--- src/rtl/ram_port_arbiter.sv ---
// Two-port arbiter for the single-port ram2: CPU path (A) and DMA/loader (B); ARB_FIXED_PRIO_EN makes A win ties.
// Latency: write done 2 clocks after the req-sampling edge, read done 2+RD_LAT clocks after it.
// Backpressure: requesters hold req until done; a losing port is re-arbitrated in the next IDLE cycle.
module ram_port_arbiter #(
  parameter int DATA_W = 32,
  parameter int ADDR_W = 8,
  parameter int RD_LAT = 1
) (
  input  logic              clock,
  input  logic              reset,
  input  logic              a_req,
  input  logic              a_we,
  input  logic [ADDR_W-1:0] a_addr,
  input  logic [DATA_W-1:0] a_wdata,
  output logic              a_gnt,
  output logic              a_done,
  output logic [DATA_W-1:0] a_rdata,
  input  logic              b_req,
  input  logic              b_we,
  input  logic [ADDR_W-1:0] b_addr,
  input  logic [DATA_W-1:0] b_wdata,
  output logic              b_gnt,
  output logic              b_done,
  output logic [DATA_W-1:0] b_rdata,
  output logic [ADDR_W-1:0] ram_addr,
  output logic [DATA_W-1:0] ram_wdata,
  output logic              ram_we,
  output logic              ram_re,
  input  logic [DATA_W-1:0] ram_rdata,
  output logic              busy,
  output logic              owner
);

  localparam int CNT_W = 2;

  typedef enum logic [1:0] {IDLE, ACCESS, WAIT, RESP} state_t;

  state_t            state, state_nxt;
  logic              lat_we;
  logic [ADDR_W-1:0] lat_addr;
  logic [DATA_W-1:0] lat_wdata;
  logic              last_served;
  logic [CNT_W-1:0]  cnt;
  logic              win_b;
  logic              wait_last;

  // owner/last_served encoding: 0 = port A, 1 = port B
`ifdef ARB_FIXED_PRIO_EN
  assign win_b = b_req & ~a_req;
`else
  assign win_b = b_req & (~a_req | ~last_served);
`endif

  assign wait_last = (cnt == '0);
  assign ram_addr  = lat_addr;
  assign ram_wdata = lat_wdata;

  always_ff @(posedge clock or negedge reset) begin
    if (!reset) state <= IDLE;
    else        state <= state_nxt;
  end

  always_comb begin
    state_nxt = state;
    a_gnt     = 1'b0;
    b_gnt     = 1'b0;
    a_done    = 1'b0;
    b_done    = 1'b0;
    ram_we    = 1'b0;
    ram_re    = 1'b0;
    busy      = 1'b1;
    case (state)
      IDLE: begin
        busy = 1'b0;
        if (a_req | b_req) state_nxt = ACCESS;
      end
      ACCESS: begin
        ram_we    = lat_we;
        ram_re    = ~lat_we;
        a_gnt     = ~owner;
        b_gnt     = owner;
        state_nxt = lat_we ? RESP : WAIT;
      end
      WAIT: begin
        if (wait_last) state_nxt = RESP;
      end
      RESP: begin
        a_done    = ~owner;
        b_done    = owner;
        state_nxt = IDLE;
      end
      default: state_nxt = IDLE;
    endcase
  end

  always_ff @(posedge clock or negedge reset) begin
    if (!reset) begin
      lat_we      <= 1'b0;
      lat_addr    <= '0;
      lat_wdata   <= '0;
      owner       <= 1'b0;
      last_served <= 1'b1;
      cnt         <= '0;
      a_rdata     <= '0;
      b_rdata     <= '0;
    end else begin
      case (state)
        IDLE: begin
          if (a_req | b_req) begin
            owner       <= win_b;
            last_served <= win_b;
            lat_we      <= win_b ? b_we    : a_we;
            lat_addr    <= win_b ? b_addr  : a_addr;
            lat_wdata   <= win_b ? b_wdata : a_wdata;
          end
        end
        ACCESS: cnt <= CNT_W'(RD_LAT - 1);
        WAIT: begin
          if (wait_last) begin
            if (owner) b_rdata <= ram_rdata;
            else       a_rdata <= ram_rdata;
          end else begin
            cnt <= cnt - 1'b1;
          end
        end
        default: ;
      endcase
    end
  end

endmodule

--- config.mk ---
export PLATFORM = sky130hd
export DESIGN_NAME = ram_port_arbiter
export DESIGN_NICKNAME = d
export VERILOG_FILES = /design/src/rtl/ram_port_arbiter.sv
export SDC_FILE = /design/constraint.sdc
export NUM_CORES = 1
export LEC_CHECK = 0
export ABC_AREA = 1
export ABC_CLOCK_PERIOD_IN_PS = 2300
export BUFFER_PORTS_ARGS = -buffer_cell sky130_fd_sc_hd__clkbuf_2
export CAP_MARGIN = 20
export CORE_ASPECT_RATIO = 1.1
export CORE_MARGIN = 5
export CORE_UTILIZATION = 51
export DETAILED_ROUTE_END_ITERATION = 10
export PLACE_DENSITY = 0.87
export SLEW_MARGIN = 10
export SYNTH_ARGS = -nofsm -noshare
export SYNTH_HDL_FRONTEND = slang
export SYNTH_SLANG_ARGS = --single-unit
--- constraint.sdc ---
create_clock -name clock -period 2.3 [get_ports clock]
set_input_delay 0.23 -clock clock [delete_from_list [all_inputs] [get_ports clock]]
set_output_delay 0.23 -clock clock [all_outputs]
set_load 0.03 [all_outputs]
==> results of run 1 <==
-- flip-flops by register name, summed over array words and instances (netlist names) --
name / flops
owner: 1
ram_wdata: 32
a_rdata: 32
lat_we: 1
last_served: 1
cnt: 2
b_rdata: 32
ram_addr: 8
state: 2
-- report_power, final --
part	total, mW	leakage [nW]	internal [mW]	switching, mW
combinational	5.36	2.63	1.51	3.85
clock	1.20	0.107	0.456	0.747
sequential	3.50	1.36	2.92	0.575
total	10.1	4.09	4.89	5.17
-- logic make-up after synthesis --
group	Yosys count	synth area share, %
and+or+nand+nor	299	24.5
buffers and inverters	161	13.6
DFF	111	52.8
AOI/OAI and AO/OA	69	7.90
adders and majority gates	5	1.19
-- worst max-delay path by stage --
stage | from | endpoint | cells after the start
6_report | state[0] | a_rdata[23] | 5
2_1_floorplan | state[0] | ram_wdata[0] | 8
3_5_place_dp | state[0] | a_rdata[24] | 4
5_1_grt | state[0] | a_rdata[23] | 5
3_3_place_gp | state[0] | a_rdata[30] | 5
4_1_cts | state[0] | a_rdata[23] | 5
-- per-layer routing --
layer  part of all wire [%]  vias to the layer above  global-route usage, %
li1                       -                     2398                      -
met1                     39                     2110                   25.2
met2                     53                      141                   39.0
met3                    5.0                       18                   3.70
met4                    2.1                        0                   8.78
met5                      0                        -                      0
-- worst max-delay path, stage by stage, from the launching register on --
cell and delay [ns]:
dfrtp_1 0.44, inv_1 0.12, ha_1 0.32, nand3_4 0.53, nand2_1 0.24, o21ai_1 0.10
-- cell type report --
cell class	instances	area share (%)
flip-flops and latches	111	41.9
multi-input cells	373	26.6
repair buffers	239	18.8
inverters	128	7.27
well taps	120	2.26
clock buffers	9	1.87
clock inverters	7	1.34
-- stage by stage --
stage / util [%] / hold slack [ns] / setup WS, ns / std cells / power, mW
after floorplan: - / -0.0656 / 0.903 / 645 / 7.38
after global placement: 64.3 / 0.177 / 0.534 / 970 / 8.79
after detailed placement: 64.3 / 0.179 / 0.420 / 970 / 8.95
after CTS: 66.5 / 0.0652 / 0.374 / 987 / 10.2
after global routing: 66.5 / 0.0551 / 0.211 / 987 / 10.8
final: 66.5 / 0.0785 / 0.402 / 987 / 10.1
-- cells in the final DEF (no fill, tap or decap) --
master	synthesis	final
inv_12	0	2
inv_2	2	2
buf_12	0	2
inv_1	125	125
nand2_2	2	2
inv_4	1	1
ha_1	5	5
nor2_8	1	1
nand3_1	86	86
dfrtp_1	110	110
buf_4	5	8
clkbuf_8	0	9
nor2_4	1	1
dfstp_2	1	1
clkbuf_2	0	228
nand3_4	2	2
o21bai_1	1	1
o21ai_1	46	46
clkinv_8	0	1
inv_6	0	2
dlygate4sd3_1	0	1
nand2_1	202	202
o21ai_2	18	18
inv_8	0	2
nor2_1	5	5
a21oi_1	1	1
o21ai_0	3	3
-- what timing repair did --
item | 4_1_cts | 5_1_grt
setup buffers | 0 | 0
hold buffers | 1 | 0
endpoints found under the hold margin | 25 | 0
setup endpoints to repair | 0 | 0
==> flow_metrics.env, run 1 <==
export IMPL_status="finished clean"
export IMPL_synthCells=645
export IMPL_path_class="reg -> reg"
export IMPL_hold_violations=0
export IMPL_clock_latency_ns=0.37
export IMPL_r2r_start="state[0]"
export IMPL_first_global_vias=4540
export IMPL_via_per_inst=4.73
export IMPL_syn2layout_area_growth_pct=26.2
export IMPL_synth_flop_cell="dfrtp_1"
export IMPL_multi_input_area_um2=1760
export IMPL_fillCellCount=880
export IMPL_drv_cap=0
export IMPL_drt_initial_drc_count=240
export IMPL_async_flop_share_pct=100
export IMPL_syn_nets=768
export IMPL_yosysSeqAreaShare_pct=52.8
export IMPL_synth_area_per_cell_um2=8.16
export IMPL_tightest_slew_ns=0.677
export IMPL_ctsHtreeMaxLevel=3
export IMPL_antenna_left=0
export IMPL_row_count=38
export IMPL_die_w_um=107
export IMPL_grt_max_degree=65
export IMPL_firstDrtPassIters=4
export IMPL_max_slew_margin_pct=54.9
export IMPL_drive_above_1_share_pct=32.5
export IMPL_final_area_um2=6640
export IMPL_dieArea_um2=12400
export IMPL_r2r_setup_slack_ns=0.40
export IMPL_clock_path_buffers=2
export IMPL_grt_overflow=0
export IMPL_totalWireLength_um=13100
export IMPL_cts_root_buffer="clkbuf_8"
export IMPL_wire_per_inst_um=13.3
export IMPL_syn_area_um2=5260
export IMPL_layout_nets=985
export IMPL_port_buffers=229
export IMPL_drcViolationCount=0
export IMPL_grt_pass1_wl_um=21300
export IMPL_gp_congestion=0.796
export IMPL_cts_sinks=111
export IMPL_max_clock_freq_mhz=527
export IMPL_required_ns=2.53
export IMPL_num_vias=4667
export IMPL_endpoint_kind="flip-flop"
export IMPL_grt_antenna_before_repair=0
export IMPL_post_dp_cell_area_um2=6420
export IMPL_cts_resized=0
export IMPL_setup_viol=0
export IMPL_ir_worst_vdd_v=0.000656
export IMPL_hp_start="ram_rdata[21]"
export IMPL_p_leak_nw=4.09
export IMPL_worstPathMaxFanout=64
export IMPL_synth_warnings=0
export IMPL_grt_usage_pct=21.4
export IMPL_synth_top_cell_area_share_pct=52.3
export IMPL_worstHoldEndpoint="b_rdata[21]"
export IMPL_reg2reg_depth=5
export IMPL_timing_final_crit_share_pct=82.5
export IMPL_synth_area_leaders="dfrtp_1, nand2_1, inv_1"
export IMPL_clk_pin_slew_ns=0.13
export IMPL_io_pins=230
export IMPL_coreArea_um2=9980
export IMPL_synth_common_cells="nand2_1, inv_1, dfrtp_1, nand3_1, o21ai_1"
export IMPL_min_period_ns=1.90
export IMPL_cp_start_kind="flip-flop"
export IMPL_rsz0062_at_grt="false"
export IMPL_yosysUniqueCellTypes=22
export IMPL_synth_most_common_cell="nand2_1"
export IMPL_dieHeight_um=117
export IMPL_tns_ns=0
export IMPL_cts_buffers=9
export IMPL_p_per_area_nw_per_um2=1510
export IMPL_min_path_cells=3
export IMPL_fin_skew_ns=0.0215
export IMPL_dp_hpwl_um=10000
export IMPL_synth_edff_count=0
export IMPL_tritoncts="built"
export IMPL_start_util_pct=52.7
export IMPL_ys_ff_latch=111
export IMPL_yosysTopAreaCell="dfrtp_1"
export IMPL_r2r_end="a_rdata[23]"
export IMPL_min_path_type="in -> reg"
export IMPL_worstPathArrival_ns=2.13
export IMPL_ff_latch_area_um2=2780
export IMPL_slew_viol_final=0
export IMPL_n_antenna_cell=0
(Power assumes the default switching activity.)
==> inputs of run 2 (changes only) <==
Settings changed: ABC_AREA 1 to 0, ABC_CLOCK_PERIOD_IN_PS 2300 to 2000, CORE_UTILIZATION 51 to 47, PLACE_DENSITY 0.87 to 0.83.
Clock period 2.3 ns to 2 ns, I/O delays scaled along.
==> flow_metrics.env, run 2 <==
export IMPL_rsz0062_at_grt="false"
export IMPL_slew_viol_final=0
export IMPL_cts_root_buffer="clkbuf_16"
export IMPL_io_pins=230
export IMPL_wire_per_inst_um=16.2
export IMPL_critPathLaunch="state[1]"
export IMPL_synth_area_leaders="dfrtp_1, mux2_4, a21oi_1"
export IMPL_required_ns=1.80
export IMPL_fin_skew_ns=0.00841
export IMPL_yosysUniqueCellTypes=26
export IMPL_grt_overflow=0
export IMPL_cts_resized=0
export IMPL_synth_common_cells="dfrtp_1, a21oi_1, mux2_4, nor2_1, nand2_1"
export IMPL_worstPathArrival_ns=1.56
export IMPL_coreArea_um2=10300
export IMPL_path_cells="inv_1 -> ha_1 -> nand2_1 -> inv_1 -> clkbuf_2"
export IMPL_hp_start="a_wdata[3]"
export IMPL_r2r_start="state[0]"
export IMPL_final_cell_mix="clkbuf_2, dfrtp_1, a21oi_1"
export IMPL_min_path_type="in -> reg"
export IMPL_antenna_left=0
export IMPL_dieHeight_um=117
export IMPL_synth_edff_count=0
export IMPL_min_period_ns=1.76
export IMPL_synth_warnings=0
export IMPL_drcViolationCount=0
export IMPL_p_per_area_nw_per_um2=1940
export IMPL_hold_violations=0
export IMPL_clock_latency_ns=0.34
export IMPL_post_dp_cell_area_um2=6230
export IMPL_drt_initial_drc_count=179
export IMPL_place_ws_ns=0.241
export IMPL_dp_hpwl_um=9820
export IMPL_ctsHtreeMaxLevel=3
export IMPL_max_clock_freq_mhz=567
export IMPL_grt_antenna_before_repair=0
export IMPL_ys_ff_latch=111
export IMPL_grt_pass1_wl_um=19900
export IMPL_grt_usage_pct=19.9
export IMPL_path_class="reg -> out"
export IMPL_p_leak_nw=3.49
export IMPL_row_count=39
export IMPL_grt_max_degree=47
export IMPL_cp_start_kind="flip-flop"
export IMPL_synth_most_common_cell="dfrtp_1"
export IMPL_first_global_vias=4149
export IMPL_synth_flop_cell="dfrtp_1"
export IMPL_r2r_setup_slack_ns=0.24
export IMPL_cts_buffers=9
export IMPL_hold_buffers=1
export IMPL_drv_cap=0
export IMPL_dieArea_um2=12600
export IMPL_totalWireLength_um=12600
export IMPL_tightest_slew_ns=0.507
export IMPL_port_buffers=229
export IMPL_max_slew_margin_pct=66.2
export IMPL_n_antenna_cell=0
export IMPL_endpoint_kind="primary output"
export IMPL_syn2layout_area_growth_pct=32.8
export IMPL_start_util_pct=47.6
export IMPL_clock_path_buffers=2
export IMPL_drive_above_1_share_pct=51.3
export IMPL_cts_sinks=111
export IMPL_critPathMaxStageDelay_ns=0.42
export IMPL_final_common_cell="clkbuf_2"
export IMPL_setup_viol=0
export IMPL_ir_worst_vdd_v=0.000920
export IMPL_combPwrFrac_pct=53.8
export IMPL_synth_area_per_cell_um2=12.1
export IMPL_clock_power_share_pct=13.3
export IMPL_yosysTopAreaCell="dfrtp_1"
export IMPL_worstPathMaxFanout=5
export IMPL_die_w_um=107
export IMPL_final_area_um2=6520
export IMPL_num_vias=3904
export IMPL_gp_congestion=0.777
export IMPL_clk_pin_slew_ns=0.07
export IMPL_power_frac_seq_pct=32.9
export IMPL_power_switching_mw=5.76
export IMPL_synthCells=404
export IMPL_via_per_inst=5.01
export IMPL_post_cts_buffers=0
export IMPL_timing_final_crit_share_pct=88.2
export IMPL_async_flop_share_pct=100
export IMPL_setup_ws_ns=0.236
export IMPL_fin_util_pct=63.3
export IMPL_layout_nets=754
export IMPL_syn_nets=527
export IMPL_crit_top_cell="inv_1"
export IMPL_tns_ns=0
export IMPL_firstDrtPassIters=6
export IMPL_swShare_pct=45.5
export IMPL_yosysSeqAreaShare_pct=56.6
export IMPL_tritoncts="built"
export IMPL_status="finished clean"
export IMPL_syn_area_um2=4910
export IMPL_synth_top_cell_area_share_pct=56.1
export IMPL_slowest_stage="dfrtp_1"
export IMPL_internal_power_mw=6.88
run 2: changes by cell type in the layout (fill, tap and decap cells not counted), sizes merged, moves of 2 or more:
| cell | previous run | this run |
|---|---|---|
| nand2 | 204 | 43 |
| inv | 134 | 8 |
| nand3 | 88 | 1 |
| a21oi | 1 | 86 |
| mux2 | 0 | 65 |
| o21ai | 67 | 2 |
| nor2 | 7 | 45 |
| nor2b | 0 | 4 |
| clkinv | 1 | 4 |
| a31oi | 0 | 2 |
| and2 | 0 | 2 |
| buf | 10 | 12 |
run 2: metal layers:
layer,global-route usage [%],vias up,part of all wire (%)
li1,-,1821,-
met1,24.8,1873,40
met2,34.2,190,49
met3,4.99,20,8.9
met4,6.73,0,1.8
met5,0,-,0
run 2: path summary, 6_finish.rpt:
path | to | cells after the start
max in group asynchronous | last_served | 3
worst min-delay path | ram_wdata[3] | 3
worst max register to register | a_rdata[28] | 5
worst max-delay path | ram_we | 5
worst min register to register | cnt[0] | 1
min in group asynchronous | a_rdata[13] | 2
run 2: layout make-up:
type	instances	area [um2]
tap	143	179
fill	818	3780
clock buffer	9	225
timing repair buffer	241	1320
multi-input combinational	262	1940
clock inverter	7	55.1
sequential	111	2780
inverter	6	22.5
run 2: logic make-up after synthesis:
family | after synthesis | share of synthesized area (%)
buf+inv | 31 | 3.98
compound gates | 95 | 10.2
mux | 65 | 19.5
simple gates | 97 | 8.39
fa+ha+maj | 5 | 1.28
flops | 111 | 56.6
run 2: metrics by stage:
stage	cells	hold slack (ns)	power, mW
2_1_floorplan	404	-0.0956	8.99
3_5_place_dp	762	0.167	11.0
4_1_cts	779	0.0604	12.8
3_3_place_gp	762	0.161	10.8
6_report	779	0.0701	12.6
5_1_grt	779	0.0707	13.4
run 2: critical path, delay by kind of cell, from the launching register on:
| family | cells | cell delay, ns |
|---|---|---|
| and+or+nand+nor | 1 | 0.14 |
| adders and majority gates | 1 | 0.28 |
| DFF | 1 | 0.42 |
| buffers and inverters | 3 | 0.38 |
run 2: power by group through the flow:
stage               sequential, mW  clock (mW)  combinational (mW)
floorplan                     6.20           0                2.79
finish                        4.16        1.68                6.80
CTS                           4.16        1.72                6.88
global route                  4.31        1.80                7.24
detailed placement            4.17           0                6.87
global placement              4.13           0                6.65
==> inputs of run 3 (changes only) <==
--- a/config.mk
+++ b/config.mk
@@ -7,12 +7,12 @@
 export LEC_CHECK = 0
 export ABC_AREA = 0
-export ABC_CLOCK_PERIOD_IN_PS = 2000
+export ABC_CLOCK_PERIOD_IN_PS = 2200
 export BUFFER_PORTS_ARGS = -buffer_cell sky130_fd_sc_hd__clkbuf_2
 export CAP_MARGIN = 20
 export CORE_ASPECT_RATIO = 1.1
 export CORE_MARGIN = 5
-export CORE_UTILIZATION = 47
+export CORE_UTILIZATION = 50
 export DETAILED_ROUTE_END_ITERATION = 10
-export PLACE_DENSITY = 0.83
+export PLACE_DENSITY = 0.87
 export SLEW_MARGIN = 10
 export SYNTH_ARGS = -nofsm -noshare
==> constraint.sdc (replaced) <==
create_clock -name clock -period 2.2 [get_ports clock]
set_input_delay 0.22 -clock clock [delete_from_list [all_inputs] [get_ports clock]]
set_output_delay 0.22 -clock clock [all_outputs]
set_load 0.02 [all_outputs]
==> flow_metrics.env, run 3 (synthesized netlist as in run 2, its figures left out) <==
export IMPL_status="finished clean"
export IMPL_min_path_cells=3
export IMPL_grt_antenna_before_repair=0
export IMPL_cts_buffers=9
export IMPL_dieHeight_um=114
export IMPL_ctsHtreeMaxLevel=3
export IMPL_final_cell_mix="clkbuf_2, dfrtp_1, a21oi_1"
export IMPL_dp_hpwl_um=9450
export IMPL_firstDrtPassIters=5
export IMPL_ir_worst_vdd_v=0.000753
export IMPL_post_cts_buffers=0
export IMPL_syn2layout_area_growth_pct=29.4
export IMPL_grt_usage_pct=20.7
export IMPL_worstPathArrival_ns=2.17
export IMPL_p_leak_nw=3.42
export IMPL_p_per_area_nw_per_um2=1610
export IMPL_via_per_inst=5.17
export IMPL_cts_sinks=111
export IMPL_drt_initial_drc_count=151
export IMPL_max_slew_margin_pct=61.4
export IMPL_endpoint_kind="flip-flop"
export IMPL_ff_latch_area_um2=2780
export IMPL_n_antenna_cell=0
export IMPL_path_cells="inv_1 -> ha_1 -> nand3_4 -> buf_12 -> mux2_4"
export IMPL_start_util_pct=50.3
export IMPL_cts_root_buffer="clkbuf_8"
export IMPL_timing_final_crit_share_pct=87.3
export IMPL_drcViolationCount=0
export IMPL_worstPathMaxFanout=18
export IMPL_port_buffers=229
export IMPL_reg2reg_depth=5
export IMPL_multi_input_area_um2=1930
export IMPL_fin_util_pct=65.1
export IMPL_setup_viol=0
export IMPL_critical_path_top_delay_family="flip-flops"
export IMPL_tightest_slew_ns=0.579
export IMPL_row_count=38
export IMPL_tns_ns=0
export IMPL_grt_max_degree=112
export IMPL_min_path_type="in -> reg"
export IMPL_hold_violations=0
export IMPL_tritoncts="built"
export IMPL_clock_latency_ns=0.37
export IMPL_critPathMaxStageDelay_ns=0.45
export IMPL_drive_above_1_share_pct=51.0
export IMPL_slew_viol_final=0
export IMPL_fillCellCount=729
export IMPL_io_pins=230
export IMPL_drv_cap=0
export IMPL_layout_nets=753
export IMPL_path_class="reg -> reg"
export IMPL_min_period_ns=1.92
export IMPL_rsz0062_at_grt="false"
export IMPL_cp_depth=5
export IMPL_wire_per_inst_um=16.6
export IMPL_required_ns=2.45
export IMPL_hold_slack_ns=0.0525
export IMPL_coreArea_um2=9750
export IMPL_num_vias=3907
export IMPL_totalWireLength_um=12500
export IMPL_clk_pin_slew_ns=0.11
export IMPL_max_clock_freq_mhz=521
export IMPL_gp_congestion=0.774
export IMPL_slowest_stage="dfrtp_1"
export IMPL_crit_buf_inv=2
export IMPL_final_common_cell="clkbuf_2"
export IMPL_first_global_vias=4040
export IMPL_die_w_um=104
export IMPL_dieArea_um2=11900
export IMPL_clock_path_buffers=2
export IMPL_grt_overflow=0
export IMPL_cp_start_kind="flip-flop"
export IMPL_antenna_left=0
export IMPL_grt_pass1_wl_um=20100
export IMPL_fin_skew_ns=0.0131
run 3: area by class of cell:
class	instances	area share [%]
clock inverter	5	0.611
sequential	111	43.8
clock buffer	11	2.23
timing repair buffer	240	20.2
multi-input combinational	262	30.4
inverter	6	0.355
tap	120	2.37
run 3: per-stage QoR:
| stage | instance area (um2) | instances | setup WS [ns] | power, mW |
|---|---|---|---|---|
| after floorplan | 4910 | 404 | 0.655 | 7.38 |
| after global placement | 6160 | 738 | 0.337 | 8.97 |
| after detailed placement | 6160 | 738 | 0.262 | 9.18 |
| after CTS | 6350 | 755 | 0.264 | 10.3 |
| after global routing | 6350 | 755 | 0.150 | 10.9 |
| final | 6350 | 755 | 0.280 | 10.2 |
run 3: worst paths after layout:
check                           from  slack [ns]             to
setup reg to reg            state[0]        0.28    b_rdata[15]
min in group asynchronous      reset        0.45    a_rdata[18]
hold reg to reg               cnt[0]        0.48         cnt[0]
max in group asynchronous      reset        1.30  ram_wdata[12]
hold / removal             a_addr[0]        0.05    ram_addr[0]
setup / recovery            state[0]        0.28    b_rdata[15]
run 3: metal layers:
metal | part of all wire, % | track usage (%) | vias up
met4 | 1.1 | 6.30 | 0
met2 | 49 | 34.9 | 207
met5 | 0 | 0 | -
met3 | 10 | 6.56 | 11
met1 | 39 | 25.6 | 1868
li1 | - | - | 1821
run 3: where the power goes:
| part | total [mW] | internal (mW) | leakage (nW) | switching (mW) |
|---|---|---|---|---|
| clock | 1.14 | 0.453 | 0.0903 | 0.685 |
| combinational | 5.34 | 2.34 | 2.06 | 2.99 |
| sequential | 3.76 | 3.09 | 1.28 | 0.669 |
| total | 10.2 | 5.88 | 3.42 | 4.35 |
run 3: timing repair:
action,4_1_cts,5_1_grt
resized for setup,0,0
hold buffers,1,0
endpoints found under the hold margin,110,0
run 3: worst min-delay path, cell delays in order:
cell,delay (ns)
clkbuf_2,0.08
nand2_1,0.04
a21oi_1,0.05
